**config.mk**
```make
export PLATFORM = sky130hd
export DESIGN_NAME = mac_sequencer
export DESIGN_NICKNAME = d
export VERILOG_FILES = /design/src/rtl/pe_pkg.sv /design/src/rtl/mac_sequencer.sv
export SDC_FILE = /design/constraint.sdc
export NUM_CORES = 1
export LEC_CHECK = 0
export CELL_PAD_IN_SITES_DETAIL_PLACEMENT = 2
export CELL_PAD_IN_SITES_GLOBAL_PLACEMENT = 2
export CORE_AREA = 2 2 147 149
export CTS_CLUSTER_DIAMETER = 60
export CTS_CLUSTER_SIZE = 24
export DETAILED_ROUTE_END_ITERATION = 10
export DIE_AREA = 0 0 149 151
export HOLD_SLACK_MARGIN = 0.02
export PLACE_DENSITY_LB_ADDON = 0.05
export SYNTH_ARGS = -nofsm -noshare
export SYNTH_HDL_FRONTEND = slang
export SYNTH_SLANG_ARGS = --single-unit
```
**constraint.sdc**
```tcl
create_clock -name clk -period 2.2 [get_ports clk]
set_clock_uncertainty 0.1 [all_clocks]
set_input_delay 0.22 -clock clk [delete_from_list [all_inputs] [get_ports clk]]
set_output_delay 0.22 -clock clk [all_outputs]
set_load 0.02 [all_outputs]
```
**src/rtl/pe_pkg.sv**
```systemverilog
// Shared definitions for the MAC sequencer and its processing element:
// default widths, command length width and the sequencer state encoding.
package pe_pkg;

  localparam int unsigned DATA_W_DEF = 16;
  localparam int unsigned ACC_W_DEF  = 32;
  localparam int unsigned LEN_W      = 8;
  localparam int unsigned BUB_W      = 16;

  typedef enum logic [2:0] {
    ST_IDLE   = 3'd0,
    ST_LOAD   = 3'd1,
    ST_STREAM = 3'd2,
    ST_DRAIN  = 3'd3,
    ST_OUT    = 3'd4
  } seq_state_e;

endpackage

```
**src/rtl/mac_sequencer.sv**
```systemverilog
// MAC sequencer: accepts a command (operand-pair count K and preload psum),
// preloads the external PE accumulator, streams K operand pairs into it,
// waits out the PE latency and returns the accumulated result.
// Optional feature macro: MAC_SEQ_BUBBLE_CNT_EN adds a 16-bit bubble_cnt
// output counting STREAM cycles without an accepted beat.
module mac_sequencer
  import pe_pkg::*;
#(
  parameter int unsigned DATA_W = DATA_W_DEF,
  parameter int unsigned ACC_W  = ACC_W_DEF,
  parameter int unsigned PE_LAT = 2
) (
  input  logic              clk,
  input  logic              rst_n,
  input  logic              cmd_valid,
  output logic              cmd_ready,
  input  logic [LEN_W-1:0]  cmd_len,
  input  logic [ACC_W-1:0]  cmd_psum,
  input  logic              in_valid,
  output logic              in_ready,
  input  logic [DATA_W-1:0] in_a,
  input  logic [DATA_W-1:0] in_b,
  output logic              pe_en,
  output logic              pe_load_acc,
  output logic [DATA_W-1:0] pe_a,
  output logic [DATA_W-1:0] pe_b,
  output logic [ACC_W-1:0]  pe_psum,
  input  logic [ACC_W-1:0]  pe_acc,
  output logic              res_valid,
  input  logic              res_ready,
  output logic [ACC_W-1:0]  res_data
`ifdef MAC_SEQ_BUBBLE_CNT_EN
  ,
  output logic [BUB_W-1:0]  bubble_cnt
`endif
);

  localparam int unsigned DRN_W = $clog2(PE_LAT + 1);

  seq_state_e       state;
  logic [LEN_W-1:0] len_q;
  logic [LEN_W-1:0] beat_cnt;
  logic [DRN_W-1:0] drn_cnt;
  logic             last_beat;

  // The beat being accepted this cycle is the K-th of the command
  assign last_beat = (beat_cnt == (len_q - LEN_W'(1)));

  // Sequencer FSM; every output is a register updated alongside the state
  always_ff @(posedge clk or negedge rst_n) begin
    if (!rst_n) begin
      state       <= ST_IDLE;
      len_q       <= '0;
      beat_cnt    <= '0;
      drn_cnt     <= '0;
      cmd_ready   <= 1'b1;
      in_ready    <= 1'b0;
      res_valid   <= 1'b0;
      res_data    <= '0;
      pe_en       <= 1'b0;
      pe_load_acc <= 1'b0;
      pe_a        <= '0;
      pe_b        <= '0;
      pe_psum     <= '0;
`ifdef MAC_SEQ_BUBBLE_CNT_EN
      bubble_cnt  <= '0;
`endif
    end else begin
      case (state)
        ST_IDLE: begin
          if (cmd_valid) begin
            len_q       <= cmd_len;
            pe_psum     <= cmd_psum;
            pe_load_acc <= 1'b1;
            cmd_ready   <= 1'b0;
            state       <= ST_LOAD;
          end
        end

        ST_LOAD: begin
          pe_load_acc <= 1'b0;
          pe_en       <= 1'b1;
          pe_a        <= '0;
          pe_b        <= '0;
          beat_cnt    <= '0;
          drn_cnt     <= '0;
`ifdef MAC_SEQ_BUBBLE_CNT_EN
          bubble_cnt  <= '0;
`endif
          if (len_q != '0) begin
            in_ready <= 1'b1;
            state    <= ST_STREAM;
          end else begin
            state    <= ST_DRAIN;
          end
        end

        ST_STREAM: begin
          if (in_valid) begin
            pe_a     <= in_a;
            pe_b     <= in_b;
            beat_cnt <= beat_cnt + LEN_W'(1);
            if (last_beat) begin
              in_ready <= 1'b0;
              drn_cnt  <= '0;
              state    <= ST_DRAIN;
            end
          end else begin
            pe_a <= '0;
            pe_b <= '0;
`ifdef MAC_SEQ_BUBBLE_CNT_EN
            if (bubble_cnt != {BUB_W{1'b1}}) begin
              bubble_cnt <= bubble_cnt + BUB_W'(1);
            end
`endif
          end
        end

        ST_DRAIN: begin
          pe_a <= '0;
          pe_b <= '0;
          if (drn_cnt == DRN_W'(PE_LAT)) begin
            res_data  <= pe_acc;
            res_valid <= 1'b1;
            pe_en     <= 1'b0;
            state     <= ST_OUT;
          end else begin
            drn_cnt <= drn_cnt + DRN_W'(1);
          end
        end

        ST_OUT: begin
          if (res_ready) begin
            res_valid <= 1'b0;
            cmd_ready <= 1'b1;
            state     <= ST_IDLE;
          end
        end

        default: begin
          state <= ST_IDLE;
        end
      endcase
    end
  end

endmodule

```
* Word-level counts from Yosys, hierarchy flattened *
Cells that the tools add are included.
Widths: inputs -> output; s select.

storage, ports and cells
  register bits after elaboration = 122
  input bits = 109
  logic and storage cells = 80

operators by class
  $add $sub $neg = 3
  equality and inequality tests = 13
  multiplexer cells = 31
  reduce and logical (&&, ||, !) cells = 20

operator list
  operator             count
  $pmux 16 s2          2
  $mux 16              2
  $pmux 8 s2           1
  $mux 3               5
  $pmux 3 s5           1
  $ne 2x2->1 const B   7
  $reduce_bool 2->1    6
  $mux 1               10
  $pmux 1 s2           5
  $reduce_and 2->1     5
  $add 8x1->8 const B  1
  $eq 8x8->1           1
  $mux 8               1
  $reduce_and 4->1     2
  $reduce_bool 8->1    1
  $sub 8x1->8 const B  1
  $eq 3x2->1 const B   2
  $mux 2               3
  $pmux 2 s3           1
  $reduce_and 3->1     2
  $reduce_and 5->1     1
  $eq 3x1->1 const B   1
  $eq 3x3->1 const B   1
  $logic_not 3->1      1
  4 further kinds      4

* Logic depth before layout (Yosys ltp) *
Gate-level depths: netlist of the first run.

  depth in word-level cells = 5
  mapped depth = 8
  gate-level depth less buffers = 7

* Worst setup path before layout of the first run *
No wires, ideal clock.

  kind = register -> register
  start = register len_q[0]
  end = register drn_cnt[1]
  arrival = 2.051 ns
  required time = 1.957 ns
  path slack = -0.094 ns
  stages on the path, launching flop included = 9
  buffers on the path = 1
  cells stage by stage = dfrtp_1 inv_1 ha_1 clkbuf_1 nor2b_1 or3_1 a31o_2 a311oi_2 o221ai_1

between the ends
  longest elaborated chain between the ends = 4

ends and longest elaborated chain
  what                        RTL line              text
  start, declared             mac_sequencer.sv:41   logic [LEN_W-1:0] len_q;
  start signal, assigned      mac_sequencer.sv:72   len_q <= cmd_len;
  $sub 8x1->8                 mac_sequencer.sv:47   assign last_beat = (beat_cnt == (len_q - LEN_W'(1)));
  $eq 8x8->1                  mac_sequencer.sv:47
  $ne 2x2->1 (no line)        n/a
  $reduce_and 4->1 (no line)  n/a
  end signal, assigned        mac_sequencer.sv:128  drn_cnt <= drn_cnt + DRN_W'(1);
  end, declared               mac_sequencer.sv:43   logic [DRN_W-1:0] drn_cnt;

No other way between the ends.
A chain may end at the register's enable or synchronous reset.

* Worst setup path after layout of the first run *
  start = register len_q[1]
  end = register drn_cnt[1]

The elaborated chain is that of the path after synthesis.

==> flow_summary_export.csv, run 1 <==
group,metric,value,unit
status,status,"complete, no violations",
setup_path,r2r_setup_slack,0.06,ns
timing,finalSetupTns,0,ns
finish,num_antenna_cells,0,
place,gp_congestion,0.754,
setup_path,worstSetupPathType,"flip-flop to flip-flop",
clocking,tritoncts,"yes",
power,pwr-share-clk,0.227,
timing,min_period,2.14,ns
setup_path,crit_required,2.39,ns
power,power_frac_comb,0.458,
clocking,cts_sinks,122,
floorplanning,die_w,149,um
power,p_int,7.88,mW
finish,fin_util,0.392,
drt,first_pass_iters,4,
synthesis,synth_compound_area_frac,0.0970,
setup_path,critPathMaxFanout,4,
setup_path,rr_startpoint,"len_q[1]",
power,switching_share,0.357,
floorplanning,die_h,151,um
floorplanning,start_util,0.237,
worst_hold_path,holdCritPathClass,"input pin to async pin",
power,seqPwrFrac,0.315,
timing,rsz0062_at_grt,"yes",
synthesis,syn_area,4940,um2
clocking,cts_buffer_depth,2,
timing,max_freq,0.467,GHz
global_routing,grt_pass1_wl,24700,um
drt,drc,0,
setup_path,path_buf_inv,2,
drt,routed_via_density,4.39,
synthesis,avgSynthCellArea,13.8,um2
power,powerDensity,1500,nW/um2
clocking,clk_pin_slew,0.06,ns
setup_path,cp_top_family,"simple AND/OR/NAND/NOR gates",
timing,finalHoldViolCount,0,
clocking,cts_buffers,17,
synthesis,synth_top_family_by_area,"multiplexers",
finish,syn_to_final_growth,65.3,%
floorplanning,die_area,22500,um2
synthesis,synthXorXnorAreaFrac,0.0248,
floorplanning,core,20800,um2
setup_path,worstPathCellList,"inv_2 -> ha_4 -> xor2_1 -> nand4_1 -> or4b_4 -> a311oi_2 -> buf_4 -> o221ai_2",
floorplanning,ios,210,
finish,drive_gt1_frac,0.243,
clocking,htree_num_levels,4,
drt,vias,3843,
place,dpl.hpwl,11400,um
flow_run,cap_viol_max_count,0,
synthesis,synth_fp_nets,470,
timing,finalCritPeriodShare,0.973,
global_routing,grt_usage,0.145,
global_routing,grt_max_degree,69,
setup_path,arrival,2.33,ns
setup_path,crit_slowest_cell,"or4b_4",
setup_path,crit_path_end_kind,"flip-flop",
place,port_buffers,209,
power,p_sw,4.38,mW
synthesis,ys_warn_count,0,
synthesis,yosysSeqAreaShare,0.618,
synthesis,synth_cells,358,
drt,drt_wl_total,15900,um
setup_path,cpPeakStageDelay,0.50,ns
clocking,cts-root-buf,"clkbuf_16",
synthesis,synthAdderAreaFrac,0.00759,
timing,drv_slew,0,
finish,nNetsFinal,700,
global_routing,grt_pass1_vias,4417,
clocking,insertion_delay,0.41,ns
timing,setup_violations,0,
global_routing,grt_overflow,0,
power,p_leak,3.41,nW
setup_path,start_kind,"flip-flop",
synthesis,synth_cell_types,43,
timing,maxSlewHeadroom,0.689,
drt,drt_iter0_drc,46,
setup_path,r2r_cells,8,
synthesis,synthMuxAreaShare,0.162,
drt,postRouteAntennaNets,0,
global_routing,antenna_found_initial,0,
timing,tightest_slew,0.466,ns
setup_path,r2r-end,"drn_cnt[1]",
synthesis,ys_ff_latch,122,
drt,post_drt_wl_per_cell,18.2,um
power,peakVddDrop,0.000579,V
synthesis,synth-simple-area-share,0.0691,
floorplanning,rows,53,
[synth_stat cells (all sizes together)]
master,n,area [um2]
clkbuf,14,52.6
and3,1,6.26
dfrtp,121,3030
o31a,1,8.76
nor4,2,33.8
o31ai,1,7.51
nand4b,2,17.5
a311oi,1,15.0
nor4bb,1,10.0
and3b,1,10.0
a31oi,3,18.8
xnor2,6,52.6
nor3,3,15.0
ha,3,37.5
or3b,1,8.76
dfstp,1,26.3
and2,1,6.26
a31o,1,8.76
mux2,71,800
o21ai,6,30.0
nor2,15,56.3
o221ai,1,8.76
xor2,8,70.1
o21bai,1,7.51
nand4,3,18.8
o2111ai,1,8.76
or2,1,6.26
nand2,15,56.3
o2111a,1,11.3
nand3b,2,15.0
a211oi,1,7.51
a21oi,10,50.1
nor2b,4,25.0
buf,8,40.0
or3,1,6.26
nor3b,2,20.0
or4b,1,10.0
a22o,33,289
nand3,4,20.0
inv,4,15.0
a21o,1,7.51
[power by group through the flow]
stage          clock network, mW  registers (mW)  logic (mW)
2_1_floorplan                  0            4.85        1.81
3_3_place_gp                   0            3.84        5.48
3_5_place_dp                   0            3.90        5.58
4_1_cts                     2.88            3.88        5.65
5_1_grt                     2.97            4.03        6.03
6_report                    2.78            3.87        5.61
[timing repair]
action / 4_1_cts / 5_1_grt
hold endpoints to repair: 122 / 0
gates resized for setup: 3 / 9
setup buffers: 1 / 2
setup endpoints to repair: 4 / 4
pin swaps: 3 / 2
hold buffers: 1 / 0
[cell usage in the layout (no fill, tap or decap), types with 6 or more instances in the layout]
cell             synthesis  routed
clkdlybuf4s50_1          0     208
dfrtp_1                121     119
mux2_2                  71      71
a22o_1                  33      33
buf_4                    0      19
clkbuf_16                0      17
nor2_1                  15      15
nand2_1                 15      15
a21oi_1                 10       9
xor2_1                   8       8
xnor2_1                  6       6
[worst min-delay path: stages]
cell	delay (ns)
dlygate4sd3_1	0.53
buf_4	0.14
buf_12	0.28
[stage by stage]
| step | power, mW | hold slack (ns) | area [um2] | cells | setup slack, ns |
|---|---|---|---|---|---|
| after floorplan | 6.65 | -0.176 | 4940 | 358 | -0.00490 |
| after global placement | 9.32 | 0.159 | 7520 | 841 | -0.0641 |
| after detailed placement | 9.48 | 0.166 | 7520 | 841 | -0.0542 |
| after CTS | 12.4 | 0.254 | 8130 | 874 | 0.0117 |
| after global routing | 13.0 | 0.280 | 8170 | 875 | -0.0247 |
| final | 12.3 | 0.251 | 8170 | 875 | 0.0584 |
[sequential cells by signal (all words and copies together) (netlist names), 2 cells and up]
register  cells
pe_a         16
len_q         8
res_data     32
beat_cnt      8
pe_psum      32
pe_b         16
drn_cnt       2
state         3
[metal layers]
metal	routed length, um	up-vias	track usage	part of all wire
li1	-	1743	-	-
met1	5820	1988	0.155	0.37
met2	8730	101	0.257	0.55
met3	1210	11	0.0666	0.076
met4	144	0	0.0390	0.0090
met5	0	-	0	0
[layout make-up]
type / instances / area (um2)
tap: 275 / 344
clock inverter: 11 / 123
clock buffer: 20 / 457
timing repair buffer: 233 / 2330
fill: 2132 / 12700
sequential: 122 / 3060
inverter: 4 / 15.0
multi-input combinational: 210 / 1840
[how the worst max path moves through the flow]
stage / start / end / slack [ns] / cells past startpoint
finish: len_q[1] / drn_cnt[1] / 0.06 / 8
global route: len_q[1] / drn_cnt[1] / -0.02 / 8
CTS: len_q[1] / drn_cnt[1] / 0.01 / 8
detailed placement: len_q[0] / drn_cnt[1] / -0.05 / 8
global placement: len_q[0] / drn_cnt[1] / -0.06 / 8
floorplan: len_q[1] / drn_cnt[1] / -0.005 / 7
[kinds of logic after synthesis]
logic type / count (synthesis)
xor+xnor: 14
buf+inv: 26
mux: 71
simple gates: 60
compound gates: 62
fa+ha+maj: 3
flops: 122
(Power assumes the default switching activity.)
==> run 2, diff against run 1 <==
--- a/config.mk
+++ b/config.mk
@@ -8,6 +8,7 @@
 export CELL_PAD_IN_SITES_DETAIL_PLACEMENT = 2
 export CELL_PAD_IN_SITES_GLOBAL_PLACEMENT = 2
 export CORE_AREA = 2 2 147 149
+export CTS_BUF_LIST = sky130_fd_sc_hd__clkbuf_4 sky130_fd_sc_hd__clkbuf_8 sky130_fd_sc_hd__clkbuf_16
 export CTS_CLUSTER_DIAMETER = 60
 export CTS_CLUSTER_SIZE = 24
 export DETAILED_ROUTE_END_ITERATION = 10
@@ -17,3 +18,4 @@
 export SYNTH_ARGS = -nofsm -noshare
 export SYNTH_HDL_FRONTEND = slang
 export SYNTH_SLANG_ARGS = --single-unit
+export TNS_END_PERCENT = 30
==> flow_summary_export.csv, run 2 (synthesis results as in run 1) <==
group,metric,value,unit
status,status,"complete, no violations",
setup_path,critPathMaxFanout,5,
timing,setup_violations,0,
floorplanning,core,20800,um2
timing,tightest_slew,0.450,ns
flow_run,cap_viol_max_count,0,
finish,multiInputGateArea,1810,um2
timing,maxSlewHeadroom,0.700,
floorplanning,die_h,151,um
timing,finalCritPeriodShare,0.986,
place,gp_congestion,0.754,
drt,drc,0,
finish,num_antenna_cells,0,
drt,routed_via_density,4.39,
finish,final_cell_mix,"clkdlybuf4s50_1, dfrtp_1, mux2_2",
timing,drv_slew,0,
worst_hold_path,holdCritPathClass,"input pin to async pin",
finish,reg_top3,"pe_psum x32, res_data x32",
clocking,insertion_delay,0.41,ns
clocking,cts-root-buf,"clkbuf_16",
timing,finalHoldViolCount,0,
setup_path,start_kind,"flip-flop",
place,port_buffers,209,
global_routing,grt_overflow,0,
setup_path,worstSetupPathType,"flip-flop to flip-flop",
clocking,tritoncts,"yes",
clocking,cts_sinks,122,
clocking,htree_num_levels,4,
global_routing,grt_pass1_wl,24700,um
floorplanning,ios,210,
global_routing,antenna_found_initial,0,
finish,nNetsFinal,699,
place,dpl.hpwl,11400,um
timing,max_freq,0.461,GHz
timing,min_period,2.17,ns
clocking,clk_pin_slew,0.06,ns
global_routing,grt_usage,0.145,
drt,first_pass_iters,4,
place,place_area,7520,um2
setup_path,crit_required,2.38,ns
place,pre_cts_slack,-0.0542,ns
finish,fin_area,8140,um2
timing,rsz0062_at_grt,"yes",
power,p_leak,3.40,nW
clocking,cts_buffer_depth,2,
global_routing,grt_pass1_vias,4418,
finish,fill_cells,2138,
drt,vias,3840,
floorplanning,rows,53,
finish,fin_util,0.391,
floorplanning,start_util,0.237,
global_routing,grt_max_degree,69,
timing,fin_ws,0.0308,ns
floorplanning,die_area,22500,um2
finish,drive_gt1_frac,0.237,
setup_path,arrival,2.35,ns
power,powerDensity,1500,nW/um2
finish,layout_commonest_cell,"clkdlybuf4s50_1",
finish,ff_latch_area,3060,um2
floorplanning,die_w,149,um
clocking,cts_buffers,17,
drt,post_drt_wl_per_cell,18.2,um
drt,drt_iter0_drc,55,
timing,finalSetupTns,0,ns
setup_path,crit_path_end_kind,"flip-flop",
drt,drt_wl_total,15900,um
drt,postRouteAntennaNets,0,
power,finalPower,12.2,mW
power,peakVddDrop,0.000578,V
finish,syn_to_final_growth,64.6,%
[run 2: worst paths after layout]
kind                             start          end  slack, ns  cells past startpoint
max                           len_q[0]   drn_cnt[1]       0.03                      8
min                              rst_n   pe_psum[0]       0.25                      3
max reg2reg                   len_q[0]   drn_cnt[1]       0.03                      8
min reg2reg                pe_load_acc  pe_load_acc       0.39                      1
max in group asynchronous        rst_n     len_q[2]       1.37                      3
min in group clk            cmd_len[4]     len_q[4]       0.26                      3
[run 2: area by class of cell]
cell class,instances,share of cell area
inverter,4,0.00185
timing repair buffer,232,0.286
sequential,122,0.376
multi-input combinational,210,0.223
clock inverter,11,0.0151
clock buffer,20,0.0566
tap,275,0.0423
[run 2: critical path, stage by stage, from the launching register on]
cell,delay [ns]
dfrtp_2,0.36
inv_2,0.04
ha_1,0.26
nor2b_1,0.16
or3_1,0.34
a31o_2,0.26
a311oi_2,0.24
buf_4,0.17
o221ai_1,0.10
[run 2: layer usage]
metal  global-route usage  part of all wire  up-vias
met5                    0                 0        -
met4               0.0390            0.0095        0
met3               0.0666             0.075       11
met2                0.257              0.55      101
met1                0.155              0.37     1985
li1                     -                 -     1743
[run 2: through the flow]
step	hold slack (ns)	std cells
after detailed placement	0.166	841
after global placement	0.159	841
after CTS	0.254	874
after global routing	0.280	874
after floorplan	-0.176	358
final	0.249	874
[run 2: power by group]
group | switching (mW) | internal (mW)
combinational | 2.64 | 2.89
sequential | 0.627 | 3.23
clock | 1.06 | 1.73
total | 4.33 | 7.85
[run 2: timing repair]
action	in CTS	in global routing
buffers inserted	1	0
hold endpoints to repair	122	0
endpoints found under the setup margin	4	4
pin swaps	3	0
hold buffers	1	0
gates resized for setup	3	3
==> patch: new RTL, flow settings as in run 1 <==
Set the parameter `PE_LAT` to 1 (it was 2).
--- a/src/rtl/mac_sequencer.sv
+++ b/src/rtl/mac_sequencer.sv
@@ -8,7 +8,7 @@
 #(
   parameter int unsigned DATA_W = DATA_W_DEF,
   parameter int unsigned ACC_W  = ACC_W_DEF,
-  parameter int unsigned PE_LAT = 2
+  parameter int unsigned PE_LAT = 1
 ) (
   input  logic              clk,
   input  logic              rst_n,
Function: changed (Yosys sat finds a counterexample within 10 cycles, from zero or initial values and one cycle with rst_n low).
==> patch against run 1 <==
Combinational power grew 6.4%. Setup slack gained 160 ps. Wire length shrank 2.4%. Synthesized area shrank 1.1%. Power grew 3.7%. Sequential cell count shrank 1. Sequential share of layout area grew 0.73 points. Cell area shrank 2.8%. Critical path type unchanged. Highest routed layer unchanged.
==> patch: results (changes against run 1) <==
status finished, final reports clean; Worst EP arrival 2150 ps (-180 ps); clock-pin slew of the registers on the worst-case setup and hold paths 60 ps (about the same); worst r2r src len_q[0]$_DFFE_PN0P_; Max-slew headroom 67.7% (-1.3 points); htree depth 4 (unchanged); Worst-Skew Late Latency 410 ps (about the same); RePlAce Congestion 0.729 (-3.2%); Synth cell types 41 (-4.7%); Post-Syn Nets 454 (-3.4%); reg2reg setup slack 210 ps (+160 ps); type of the most critical hold path in2async; ys async rst share 100% (unchanged); DR WL/cell 18.2 um (about the same); clock buffer depth 2 (unchanged); Largest regs pe_psum x32, res_data x32; n_diodes 0 (unchanged); number of global-route vias before repair 4321 (-2.2%); initial antenna violation count 0 (unchanged); Main synth FF type dfrtp_1; FILL cells 2170 (+1.8%); DRT Pass-1 Iters 4 (unchanged); P_int 8.04 mW (+2.1%); layout cells sized above 1 21.1% (-3.2 points); top cells by count, synth 120 x dfrtp_1, 70 x mux2_2, 33 x a22o_1; sequential share of the synthesized area 62.0% (+0.18 points); dpl hpwl 11300 um (-0.39%); synth warn 0 (unchanged); Leak Pwr 3.31 nW (-2.9%); peak supply drop 0.000577 V (-0.27%); Num CTS Buffers 17 (unchanged); I/O Buffers 209 (unchanged); Iteration-0 DRC Markers 57 (+24%); via count 3724 (-3.1%); GRT Util Overall 14.4% (-0.017 points); Final Net Count 677 (-3.3%); dominant cells by area after synthesis dfrtp_1 61%, mux2_2 16%, a22o_1 5.9%; crit-path max FO 5 (+1); first-pass GRT wire length 24600 um (-0.78%); Worst R2R Path Depth 7 (-1); reg-to-reg endpoint drn_cnt$_DFFE_PN0P_; Root Buffer clkbuf_16; largest net degree at the start of global routing 61 (-12%)
## patch: cell types whose count changed after synthesis, moves of 3 or more
cell,before,now
nor2b_1,4,0
nor2_1,15,12
xor2_1,8,12
nand2_1,15,12
a21oi_1,10,6
clkbuf_1,14,4
buf_4,0,6
## patch: area by class of cell
class / count / share of cell area, %
clock buffer: 19 / 5.58
clock inverter: 12 / 1.58
inverter: 5 / 0.236
multi-input combinational: 199 / 22.1
sequential: 121 / 38.1
tap: 275 / 4.33
timing repair buffer: 222 / 28.0
## patch: worst max-delay path: stages (launching register included)
cell and delay, ps:
dfrtp_1 430, inv_1 110, ha_1 190, nor3b_4 230, buf_4 170, o211ai_1 130, nor4b_4 310, a41oi_1 160
## patch: metal layers
metal	wire length, um	GRT usage, %	vias up
li1	-	-	1690
met1	5990	16.0	1910
met2	7770	23.8	114
met3	1610	7.98	10
met4	155	4.29	0
met5	0	0	-
## patch: worst max path at each step
stage          depth (start not counted)                  from                    to
2_1_floorplan                          7  len_q[0]$_DFFE_PN0P_  state[0]$_DFFE_PN0P_
3_3_place_gp                           7  len_q[0]$_DFFE_PN0P_  state[0]$_DFFE_PN0P_
3_5_place_dp                           7  len_q[0]$_DFFE_PN0P_  state[0]$_DFFE_PN0P_
4_1_cts                                5  len_q[2]$_DFFE_PN0P_   drn_cnt$_DFFE_PN0P_
5_1_grt                                7  len_q[0]$_DFFE_PN0P_   drn_cnt$_DFFE_PN0P_
6_report                               7  len_q[0]$_DFFE_PN0P_   drn_cnt$_DFFE_PN0P_
## patch: what timing repair did
item,CTS,global route
hold buffers,1,0
hold endpoints to repair,29,0
setup endpoints to repair,0,3
gates resized for setup,0,1
buffers inserted,0,1
## patch: cell families after synthesis
group | count (synthesis) | synth area share, %
flops | 121 | 62.0
buf+inv | 23 | 2.43
simple gates | 48 | 5.97
mux | 71 | 16.3
compound gates | 59 | 9.37
fa+ha+maj | 2 | 0.512
xor+xnor | 19 | 3.41
## patch: power by group through the flow
stage          clock (mW)  combinational, mW  sequential [mW]
2_1_floorplan           0               2.13             5.05
3_5_place_dp            0               6.03             4.06
3_3_place_gp            0               5.94             3.99
4_1_cts              2.84               6.06             4.04
6_report             2.73               5.97             4.01
5_1_grt              2.94               6.42             4.21
## patch: per-stage QoR
stage | area, um^2 | hold slack (ps) | setup slack (ps) | cells | power [mW]
floorplan | 4890 | -176 | 390 | 343 | 7.18
global placement | 7350 | 110 | 217 | 820 | 9.94
detailed placement | 7350 | 115 | 132 | 820 | 10.1
CTS | 7930 | 219 | 118 | 852 | 12.9
global route | 7940 | 227 | 51.4 | 853 | 13.6
finish | 7940 | 202 | 215 | 853 | 12.7
